`config.mk`:
```
export PLATFORM = sky130hd
export DESIGN_NAME = issue_scoreboard
export DESIGN_NICKNAME = d
export VERILOG_FILES = /design/src/rtl/issue_scoreboard.sv
export SDC_FILE = /design/constraint.sdc
export NUM_CORES = 1
export LEC_CHECK = 0
export ABC_AREA = 1
export BUFFER_PORTS_ARGS = -buffer_cell sky130_fd_sc_hd__buf_2
export CORE_ASPECT_RATIO = 1.4
export CORE_MARGIN = 4
export CORE_UTILIZATION = 55
export CTS_CLUSTER_DIAMETER = 40
export DETAILED_ROUTE_END_ITERATION = 16
export PLACE_DENSITY = 0.7
export SYNTH_ARGS = -nofsm -noshare
export SYNTH_HDL_FRONTEND = slang
export SYNTH_SLANG_ARGS = --single-unit
```
`constraint.sdc`:
```
create_clock -name clk -period 3.29 [get_ports clk]
set_input_delay 0.329 -clock clk [delete_from_list [all_inputs] [get_ports clk]]
set_output_delay 0.329 -clock clk [all_outputs]
set_load 0.03 [all_outputs]
```
`src/rtl/issue_scoreboard.sv`:
```
// issue_scoreboard: register-hazard scheduler gating decode->execute issue on pending multi-cycle writes.
// Optional SCOREBOARD_BYPASS_EN lets a same-cycle writeback clear its hazard and capacity slot.
module issue_scoreboard #(
    parameter int MAX_PENDING = 4,
    parameter int CNT_W = $clog2(MAX_PENDING + 1)
) (
    input  logic             clk,
    input  logic             reset,
    input  logic             valid_in,
    output logic             ready_out,
    output logic             valid_out,
    input  logic             ready_in,
    input  logic             flush,
    input  logic [5:0]       rs1_addr,
    input  logic [5:0]       rs2_addr,
    input  logic [5:0]       rs3_addr,
    input  logic             rs1_access,
    input  logic             rs2_access,
    input  logic             rs3_access,
    input  logic [5:0]       rd_addr,
    input  logic             rd_access,
    input  logic             wb_valid,
    input  logic [5:0]       wb_addr,
    output logic             stall,
    output logic [CNT_W-1:0] pending_cnt,
    output logic             busy,
    output logic             wb_err
);
    logic [63:0] pending, pending_eff, set_mask, clr_mask;
    logic [CNT_W-1:0] cnt_eff;
    logic wb_hit, hazard, cap_stall, issue, set_rd;

    assign wb_hit = wb_valid && pending[wb_addr];
`ifdef SCOREBOARD_BYPASS_EN
    assign pending_eff = wb_valid ? pending & ~(64'd1 << wb_addr) : pending;
    assign cnt_eff = pending_cnt - CNT_W'(wb_hit);
`else
    assign pending_eff = pending;
    assign cnt_eff = pending_cnt;
`endif
    assign hazard = (rs1_access && pending_eff[rs1_addr]) || (rs2_access && pending_eff[rs2_addr]) ||
                    (rs3_access && pending_eff[rs3_addr]) || (rd_access && pending_eff[rd_addr]);
    assign cap_stall = rd_access && rd_addr != 6'd0 && cnt_eff == CNT_W'(MAX_PENDING);
    assign stall = valid_in && !flush && (hazard || cap_stall);
    assign valid_out = valid_in && !flush && !stall;
    assign ready_out = flush ? 1'b1 : ready_in && !stall;
    assign issue = valid_out && ready_in;
    assign set_rd = issue && rd_access && rd_addr != 6'd0;
    assign set_mask = set_rd ? 64'd1 << rd_addr : 64'd0;
    assign clr_mask = wb_hit ? 64'd1 << wb_addr : 64'd0;
    assign busy = pending_cnt != '0;

    // Set is applied after clear so a same-register issue/retire keeps the bit.
    always_ff @(posedge clk or posedge reset) begin
        if (reset) begin
            pending <= '0;
            pending_cnt <= '0;
            wb_err <= 1'b0;
        end else begin
            pending <= (pending & ~clr_mask) | set_mask;
            pending_cnt <= pending_cnt + CNT_W'(set_rd && !wb_hit) - CNT_W'(wb_hit && !set_rd);
            if (wb_valid && !wb_hit) wb_err <= 1'b1;
        end
    end
endmodule

```
# [Word-level counts from Yosys, hierarchy flattened]
# Cells that the tools add are included.
[word_totals] input_bits=40 reg_bits=68 word_cells=56 out_inout_bits=8
[op_classes] n_bitwise=3 addsub=2 shift=2 eq_ne=1 reduce_logical=27 muxes=13 n_lt_le_gt_ge=5
[op_table] op="$mux 64" count=2
[op_table] op="$shl 1x6->64 const A" count=2
[op_table] op="$and 64x64->64" count=1
[op_table] op="$not 64->64" count=1
[op_table] op="$or 64x64->64" count=1
[op_table] op="$lt 6x7->1 const B" count=5
[op_table] op="$bmux 1 s6" count=5
[op_table] op="$logic_and 1x1->1" count=17
[op_table] op="$mux 1" count=6
[op_table] op="$reduce_bool 6->1" count=1
[op_table] op="$logic_not 1->1" count=4
[op_table] op="$logic_or 1x1->1" count=4
[op_table] op="$add 3x1->3" count=1
[op_table] op="$eq 3x3->1 const B" count=1
[op_table] op="$reduce_bool 3->1" count=1
[op_table] op="$sub 3x1->3" count=1

# [Depth between registers and ports, before layout]
# Gate-level depths: netlist of the first run.
[depth] ltp_word=16 mapped_depth=21 ltp_nobuf=19

# [Worst setup path before layout of the first run]
# No wires, ideal clock.
[synth_timing] path_type="input to register" start="in rd_addr[1]" end="reg pending_cnt[2]" setup_time_ns=0.123 path_buffers=2 arrival_time_ns=3.271 path_stages=20 required_ns=3.167 slack_ns=-0.104 path_cell_list="buf_2 -> nand2_2 -> inv_1 -> buf_2 -> nand2_1 -> nand4_1 -> nand3_1 -> nand3_1 -> nand3_1 -> nand3_1 -> nand2_1 -> inv_2 -> nor3_1 -> nand2_1 -> ha_1 -> inv_1 -> ha_1 -> inv_1 -> fa_1 -> xnor2_1"
[synth_via] elab_chain_cells=14 word_cells_on_any_way=19 classes_between="add/sub: 2; mux: 2; reduce/logical: 15"
[synth_lines] element="start, declared" line_no="20" text="input logic [5:0] rd_addr,"
[synth_lines] element="$bmux 1 s6" line_no="42" text="(rs3_access && pending_eff[rs3_addr]) || (rd_access && pending_eff[rd_addr]);"
[synth_lines] element="$mux 1 (not written as such)" line_no="42"
[synth_lines] element="$logic_and 1x1->1" line_no="42"
[synth_lines] element="$logic_or 1x1->1" line_no="42"
[synth_lines] element="$logic_or 1x1->1 *" line_no="44" text="assign stall = valid_in && !flush && (hazard || cap_stall);"
[synth_lines] element="$logic_and 1x1->1 *" line_no="44"
[synth_lines] element="$logic_not 1->1 *" line_no="45" text="assign valid_out = valid_in && !flush && !stall;"
[synth_lines] element="$logic_and 1x1->1 *" line_no="45"
[synth_lines] element="via valid_out" line_no="11" text="output logic valid_out,"
[synth_lines] element="$logic_and 1x1->1 *" line_no="47" text="assign issue = valid_out && ready_in;"
[synth_lines] element="$logic_and 1x1->1 * (2 in a row)" line_no="48" text="assign set_rd = issue && rd_access && rd_addr != 6'd0;"
[synth_lines] element="$logic_and 1x1->1 / $logic_not 1->1 (equally long branches)" line_no="61" text="pending_cnt <= pending_cnt + CNT_W'(set_rd && !wb_hit) - CNT_W'(wb_hit && !set_rd);"
[synth_lines] element="$add 3x1->3 / $logic_and 1x1->1 (equally long branches)" line_no="61"
[synth_lines] element="$sub 3x1->3 *" line_no="61"
[synth_lines] element="end signal, assigned" line_no="61"
[synth_lines] element="end, declared" line_no="25" text="output logic [CNT_W-1:0] pending_cnt,"
# Mark *: on every way through the listed nets, which the timed path passes. The rest lies on a longest branch. The select of a mux whose other input is x is not followed.
# A chain may end at the register's enable or synchronous reset.

# [Worst setup path in the final report of the first run]
[layout_timing] start="reg pending[26]" end="reg pending_cnt[1]"
[layout_via] elab_chain_cells=16 word_cells_on_any_way=31 classes_between="add/sub: 2; mux: 10; reduce/logical: 19"
[layout_lines] element="start, declared" line_no="29" text="logic [63:0] pending, pending_eff, set_mask, clr_mask;"
[layout_lines] element="start signal, assigned" line_no="60" text="pending <= (pending & ~clr_mask) | set_mask;"
[layout_lines] element="$bmux 1 s6" line_no="41" text="assign hazard = (rs1_access && pending_eff[rs1_addr]) || (rs2_access && pending_eff[rs2_addr]) ||"
[layout_lines] element="$mux 1 (not written as such)" line_no="41"
[layout_lines] element="$logic_and 1x1->1" line_no="41"
[layout_lines] element="$logic_or 1x1->1 (2 in a row)" line_no="41"
[layout_lines] element="$logic_or 1x1->1" line_no="42"
[layout_lines] element="$logic_or 1x1->1" line_no="44"
[layout_lines] element="$logic_and 1x1->1" line_no="44"
[layout_lines] element="$logic_not 1->1" line_no="45"
[layout_lines] element="$logic_and 1x1->1" line_no="45"
[layout_lines] element="$logic_and 1x1->1" line_no="47"
[layout_lines] element="$logic_and 1x1->1 (2 in a row)" line_no="48"
[layout_lines] element="$logic_and 1x1->1 / $logic_not 1->1 (equally long branches)" line_no="61"
[layout_lines] element="$add 3x1->3 / $logic_and 1x1->1 (equally long branches)" line_no="61"
[layout_lines] element="$sub 3x1->3 *" line_no="61"
# Mark *: on every way between the ends. The rest lies on a longest branch, timed or not. The select of a mux whose other input is x is not followed.

==> impl_metrics.json, run 1 <==
{
  "status": "finished clean",
  "die_width_um": 109,
  "r2r_end": "pending_cnt[1]$_DFF_PP0_",
  "numPortBuffers": 47,
  "crit_start": "pending[26]$_DFF_PP0_",
  "clock-root-buffer": "clkbuf_16",
  "yosys_warnings": 0,
  "cts_buffers": 9,
  "synth_nets": 1383,
  "num_vias": 9664,
  "final_common_cell": "nand2_1",
  "hold_buffers": 0,
  "hold_class": "input pin to async pin",
  "layout_common_cells": "477 x nand2_1, 201 x nand3_1, 134 x nor2_1",
  "initial_core_util_pct": 56.4,
  "grt_remaining_overflow": 0,
  "wirelength_mm": 31.4,
  "routed_via_density": 6.35,
  "fmax_mhz": 336,
  "p_leak_nw": 3.71,
  "clock_skew_ns": 0.00970,
  "cts_sinks": 68,
  "antenna_found_initial": 0,
  "grt_max_degree": 65,
  "p_int_mw": 1.73,
  "cp_top_family": "simple AND/OR/NAND/NOR gates",
  "cts_setup_buffers": 0,
  "p_seq_share_pct": 34.3,
  "crit_path_max_fanout": 6,
  "combPwrFrac_pct": 30.5,
  "worstReg2RegStart": "pending[26]$_DFF_PP0_",
  "synthTopCellsByArea": "nand2_1 23%, dfrtp_1 22%, nand3_1 13%",
  "crit_cells": 18,
  "critPathCapture": "pending_cnt[1]$_DFF_PP0_",
  "p_clk_share_pct": 35.2,
  "core_um2": 14000,
  "clkLatencyLatePin_ns": 0.34,
  "fp.dieH_um": 150,
  "netlist_instances": 1340,
  "worstPathArrival_ns": 3.21,
  "pwr_density_cell_nw_per_um2": 336,
  "setup_tns_ns": 0,
  "top_level_ports": 48,
  "crit_slowest_cell": "dfrtp_1",
  "synth_top_area_cell": "nand2_1",
  "wl_per_cell_um": 20.7,
  "crit_top_cell": "nand2_1",
  "whs_ns": 0.183,
  "synth_edf_count": 0,
  "grt_use_total_pct": 39.1,
  "post_cts_resized": 0,
  "drc": 0,
  "cts_tree": "built",
  "cts_buffer_depth": 2,
  "synth_seq_cells": 68,
  "gp_congestion": 1.00,
  "worst_slew_pin_slew_ns": 1.14,
  "worstSetupPathType": "register to register",
  "cp_data_required_time_ns": 3.53,
  "fin_nets": 1374,
  "syn_to_final_growth_pct": 6.51,
  "switchingPower_mw": 1.09,
  "grt_pass1_wl_mm": 48.8,
  "finalCritPeriodShare_pct": 90.4,
  "dieArea_um2": 16300,
  "grt_pass1_vias": 8654,
  "antennaDiodeCount": 0,
  "placementRows": 51,
  "synthFlopType": "dfrtp_1",
  "syn_area_per_cell_um2": 5.88,
  "dpl.hpwl_mm": 21.4,
  "hold_viol": 0,
  "setup_violations": 0,
  "path_clk_slew_ns": 0.06,
  "swShare_pct": 38.6,
  "yosys.area.top_type_share_pct": 22.7,
  "async_flop_share_pct": 100,
  "drive_gt1_share_pct": 14.0,
  "h-tree-depth": 3,
  "relSlewSlack_pct": 24.2,
  "initialDrtViolationCount": 1380,
  "cp_cell_sequence": "nand2_1, nand3_1, nand3_1, nand2_1, nand2_1, nand2_1, nand2_1, nand3_1, nand3_1, nand3_2, nor3_2, nand2_1, ha_1, inv_1, ha_1, inv_1, fa_1, inv_1",
  "detail-route-antenna-nets": 0,
  "peakVddDrop_mv": 0.362,
  "ff2ff_setup_slack_ns": 0.32,
  "crit_buf_inv": 3,
  "synthesis.area_um2": 7880,
  "drt_pre_antenna_iters": 6,
  "grt_setup_unrepaired": "no",
  "cp-end-kind": "register",
  "fin_crit_ns": 2.97,
  "cap_violations": 0,
  "ys_seq_area_share_pct": 21.6,
  "r2r_cells": 18,
  "slew_violations": 0,
  "worstSetupStartpointType": "register",
  "yosysUniqueCellTypes": 35,
  "max_stage_delay_ns": 0.54
}
-- per-layer routing --
layer | GRT usage [%] | wire, µm
met2 | 58.4 | 13700
met1 | 50.2 | 11600
met5 | 0 | 0
met3 | 9.67 | 4010
met4 | 24.2 | 2140
-- kinds of logic after synthesis --
kind of cell	count (synthesis)	share of synthesized area, %
adder cells (fa/ha/maj)	3	0.572
flip-flops	68	21.6
AND/OR/NAND/NOR	1020	61.0
AO/OA/AOI/OAI	62	4.80
XOR/XNOR	2	0.222
buffers and inverters	185	11.9
-- synth_stat cells, types with 7 or more instances --
cell and instances:
clkbuf_1 54, nand2_1 477, inv_2 12, nand3_2 53
buf_4 7, inv_1 54, buf_6 10, a22oi_1 11
nand3_1 201, a21oi_1 17, buf_1 9, o21ai_0 11
dfrtp_1 68, nor2_1 134, nand4_1 125, buf_2 30
nor3_1 19
-- per-stage QoR --
step | power (mW) | instance area [µm²] | util (%) | setup WS, ns | std cells
floorplan | 1.59 | 7880 | - | 0.192 | 1340
global placement | 1.81 | 8090 | 57.9 | 0.191 | 1505
detailed placement | 1.81 | 8090 | 57.9 | 0.149 | 1505
CTS | 2.79 | 8390 | 60.0 | 0.474 | 1521
global route | 2.93 | 8390 | 60.0 | 0.184 | 1521
finish | 2.82 | 8390 | 60.0 | 0.317 | 1521
-- power by group through the flow --
stage | clock [mW] | sequential, mW | combinational, mW
finish | 0.993 | 0.966 | 0.859
global route | 1.03 | 0.971 | 0.926
CTS | 0.992 | 0.960 | 0.839
detailed placement | 0 | 0.974 | 0.836
global placement | 0 | 0.974 | 0.832
floorplan | 0 | 0.978 | 0.615
-- state kept, by name, indices dropped and copies added (netlist names) --
register     cells
pending         64
pending_cnt      3
wb_err           1
-- worst min path at each step --
stage	cells after the start	from	to	slack [ns]
final	2	reset	pending[61]$_DFF_PP0_	0.18
after global routing	2	reset	pending[61]$_DFF_PP0_	0.28
after CTS	2	reset	pending[61]$_DFF_PP0_	0.22
after detailed placement	1	wb_err$_DFFE_PP0P_	wb_err$_DFFE_PP0P_	0.48
after global placement	1	wb_err$_DFFE_PP0P_	wb_err$_DFFE_PP0P_	0.45
after floorplan	2	pending[0]$_DFF_PP0_	pending[0]$_DFF_PP0_	0.50
-- area by class of cell --
| cell class | count | area (µm²) |
|---|---|---|
| Tap cell | 185 | 231 |
| Multi-Input combinational cell | 1087 | 5250 |
| Inverter | 69 | 262 |
| Sequential cell | 68 | 1700 |
| Clock inverter | 4 | 48.8 |
| Fill cell | 1477 | 5590 |
| Clock buffer | 12 | 246 |
| Timing Repair Buffer | 96 | 653 |
Note: power is estimated with default switching activity, not from simulation.
==> inputs of run 2 (changes only) <==
- CORE_UTILIZATION: 55 -> 30
- PLACE_DENSITY: 0.7 -> 0.42
==> impl_metrics.json, run 2 (synthesis gave the netlist of run 1 again) <==
{
  "worst_slew_pin_slew_ns": 1.01,
  "clock_skew_ns": 0.0113,
  "crit_top_cell": "nand2_1",
  "drc": 0,
  "placementRows": 69,
  "largest_register": "pending",
  "syn_to_final_growth_pct": 11.3,
  "peakVddDrop_mv": 0.166,
  "final_common_cell": "nand2_1",
  "p_leak_nw": 3.82,
  "largest_reg_flops": 64,
  "worstPathArrival_ns": 3.22,
  "grt_pass1_wl_mm": 55.7,
  "grt_use_total_pct": 24.9,
  "initialDrtViolationCount": 706,
  "cts_sinks": 68,
  "cp_data_required_time_ns": 3.52,
  "num_vias": 9429,
  "hold_class": "input pin to register",
  "initial_core_util_pct": 30.7,
  "core_um2": 25600,
  "grt_pass1_vias": 8933,
  "max_stage_delay_ns": 0.53,
  "cts_buffer_depth": 2,
  "cp-end-kind": "register",
  "clkLatencyLatePin_ns": 0.35,
  "switchingPower_mw": 1.14,
  "hold_viol": 0,
  "die_width_um": 145,
  "final.setup.worst_slack_ns": 0.307,
  "dieArea_um2": 28900,
  "post-place-ws_ns": -0.00435,
  "swShare_pct": 40.4,
  "cts_tree": "built",
  "path_clk_slew_ns": 0.06,
  "top_level_ports": 48,
  "fp.dieH_um": 200,
  "cap_violations": 0,
  "status": "finished clean",
  "detail-route-antenna-nets": 0,
  "drt_pre_antenna_iters": 5,
  "grt_remaining_overflow": 0,
  "relSlewSlack_pct": 32.7,
  "routed_via_density": 5.63,
  "combPwrFrac_pct": 32.7,
  "fin_nets": 1395,
  "nFillCells": 2912,
  "place_area_um2": 8480,
  "wl_per_cell_um": 22.0,
  "layout_common_cells": "477 x nand2_1, 201 x nand3_1, 134 x nor2_1",
  "h-tree-depth": 3,
  "slew_violations": 0,
  "gp_congestion": 0.907,
  "worstSetupPathType": "register to register",
  "setup_violations": 0,
  "crit_path_max_fanout": 6,
  "finalCritPeriodShare_pct": 90.7,
  "worstSetupStartpointType": "register",
  "fmax_mhz": 335,
  "cts_buffers": 9,
  "dpl.hpwl_mm": 25.9,
  "fin_crit_ns": 2.98,
  "cp_cell_sequence": "nand2_1, nand3_1, nand3_1, nand2_1, nand2_1, nand2_1, nand2_1, nand3_1, nand3_1, nand3_2, nor3_2, nand2_1, ha_1, inv_1, ha_1, inv_1, fa_1, xnor2_1",
  "reg_top3": "pending (64), pending_cnt (3), wb_err (1)",
  "crit_slowest_cell": "dfrtp_1",
  "wirelength_mm": 36.9,
  "p_seq_share_pct": 34.3,
  "antenna_found_initial": 0,
  "numPortBuffers": 47,
  "drive_gt1_share_pct": 15.3,
  "design_area_um2": 8760,
  "clock-root-buffer": "clkbuf_16",
  "antennaDiodeCount": 0,
  "pwr_density_cell_nw_per_um2": 321,
  "grt_setup_unrepaired": "no",
  "grt_max_degree": 65,
  "p_int_mw": 1.68,
  "p_clk_share_pct": 32.9
}
## run 2: layout make-up
type	instances	area [µm²]	area share (%)
Timing Repair Buffer	117	878	10.0
Clock buffer	12	246	2.81
Multi-Input combinational cell	1087	5250	59.9
Sequential cell	68	1700	19.4
Tap cell	319	399	4.55
Inverter	69	263	3.00
Clock inverter	4	25.0	0.286
## run 2: path summary, 6_finish.rpt
check	slack (ns)	endpoint	start	depth (start not counted)
max	0.31	pending_cnt[2]$_DFF_PP0_	pending[41]$_DFF_PP0_	18
min	0.34	wb_err$_DFFE_PP0P_	wb_valid	3
max reg2reg	0.31	pending_cnt[2]$_DFF_PP0_	pending[41]$_DFF_PP0_	18
min reg2reg	0.49	wb_err$_DFFE_PP0P_	wb_err$_DFFE_PP0P_	1
max in group asynchronous	2.07	pending[16]$_DFF_PP0_	reset	4
min in group asynchronous	0.40	pending[8]$_DFF_PP0_	reset	3
## run 2: critical path, delay by kind of cell (launching register included)
family,cells,cell delay (ns)
buffers and inverters,2,0.10
adder cells (fa/ha/maj),3,0.81
XOR/XNOR,1,0.13
flip-flops,1,0.53
AND/OR/NAND/NOR,12,1.31
## run 2: routing by layer
metal | share of wire [%] | wire length, µm | track usage (%) | vias to the layer above
met4 | 3.6 | 1330 | 9.96 | 0
met2 | 49 | 18000 | 43.5 | 340
met3 | 5.2 | 1940 | 2.81 | 69
met5 | 0 | 0 | 0 | -
li1 | - | - | - | 4523
met1 | 42 | 15600 | 31.7 | 4497
## run 2: metrics by stage
step                      util (%)  setup TNS [ns]  power (mW)  hold WS (ns)  cells
after global placement        33.1               0        1.90         0.217   1659
after detailed placement      33.1        -0.00563        1.90         0.219   1659
final                         34.2               0        2.82         0.342   1676
after floorplan                  -               0        1.59         0.497   1340
after CTS                     34.2               0        2.84         0.351   1676
after global routing          34.2               0        2.95         0.373   1676
## run 2: power groups by stage
stage / Clock (mW) / Combinational, mW / Sequential [mW]
after floorplan: 0 / 0.615 / 0.978
after global placement: 0 / 0.919 / 0.980
after detailed placement: 0 / 0.922 / 0.979
after CTS: 0.954 / 0.925 / 0.965
after global routing: 0.982 / 0.997 / 0.971
final: 0.928 / 0.922 / 0.967
## run 2: repair_timing
| item | CTS | global route |
|---|---|---|
| buffers inserted | 0 | 0 |
| hold endpoints to repair | 5 | 0 |
| setup endpoints to repair | 0 | 0 |
| hold buffers | 1 | 0 |
| gates resized for setup | 0 | 0 |
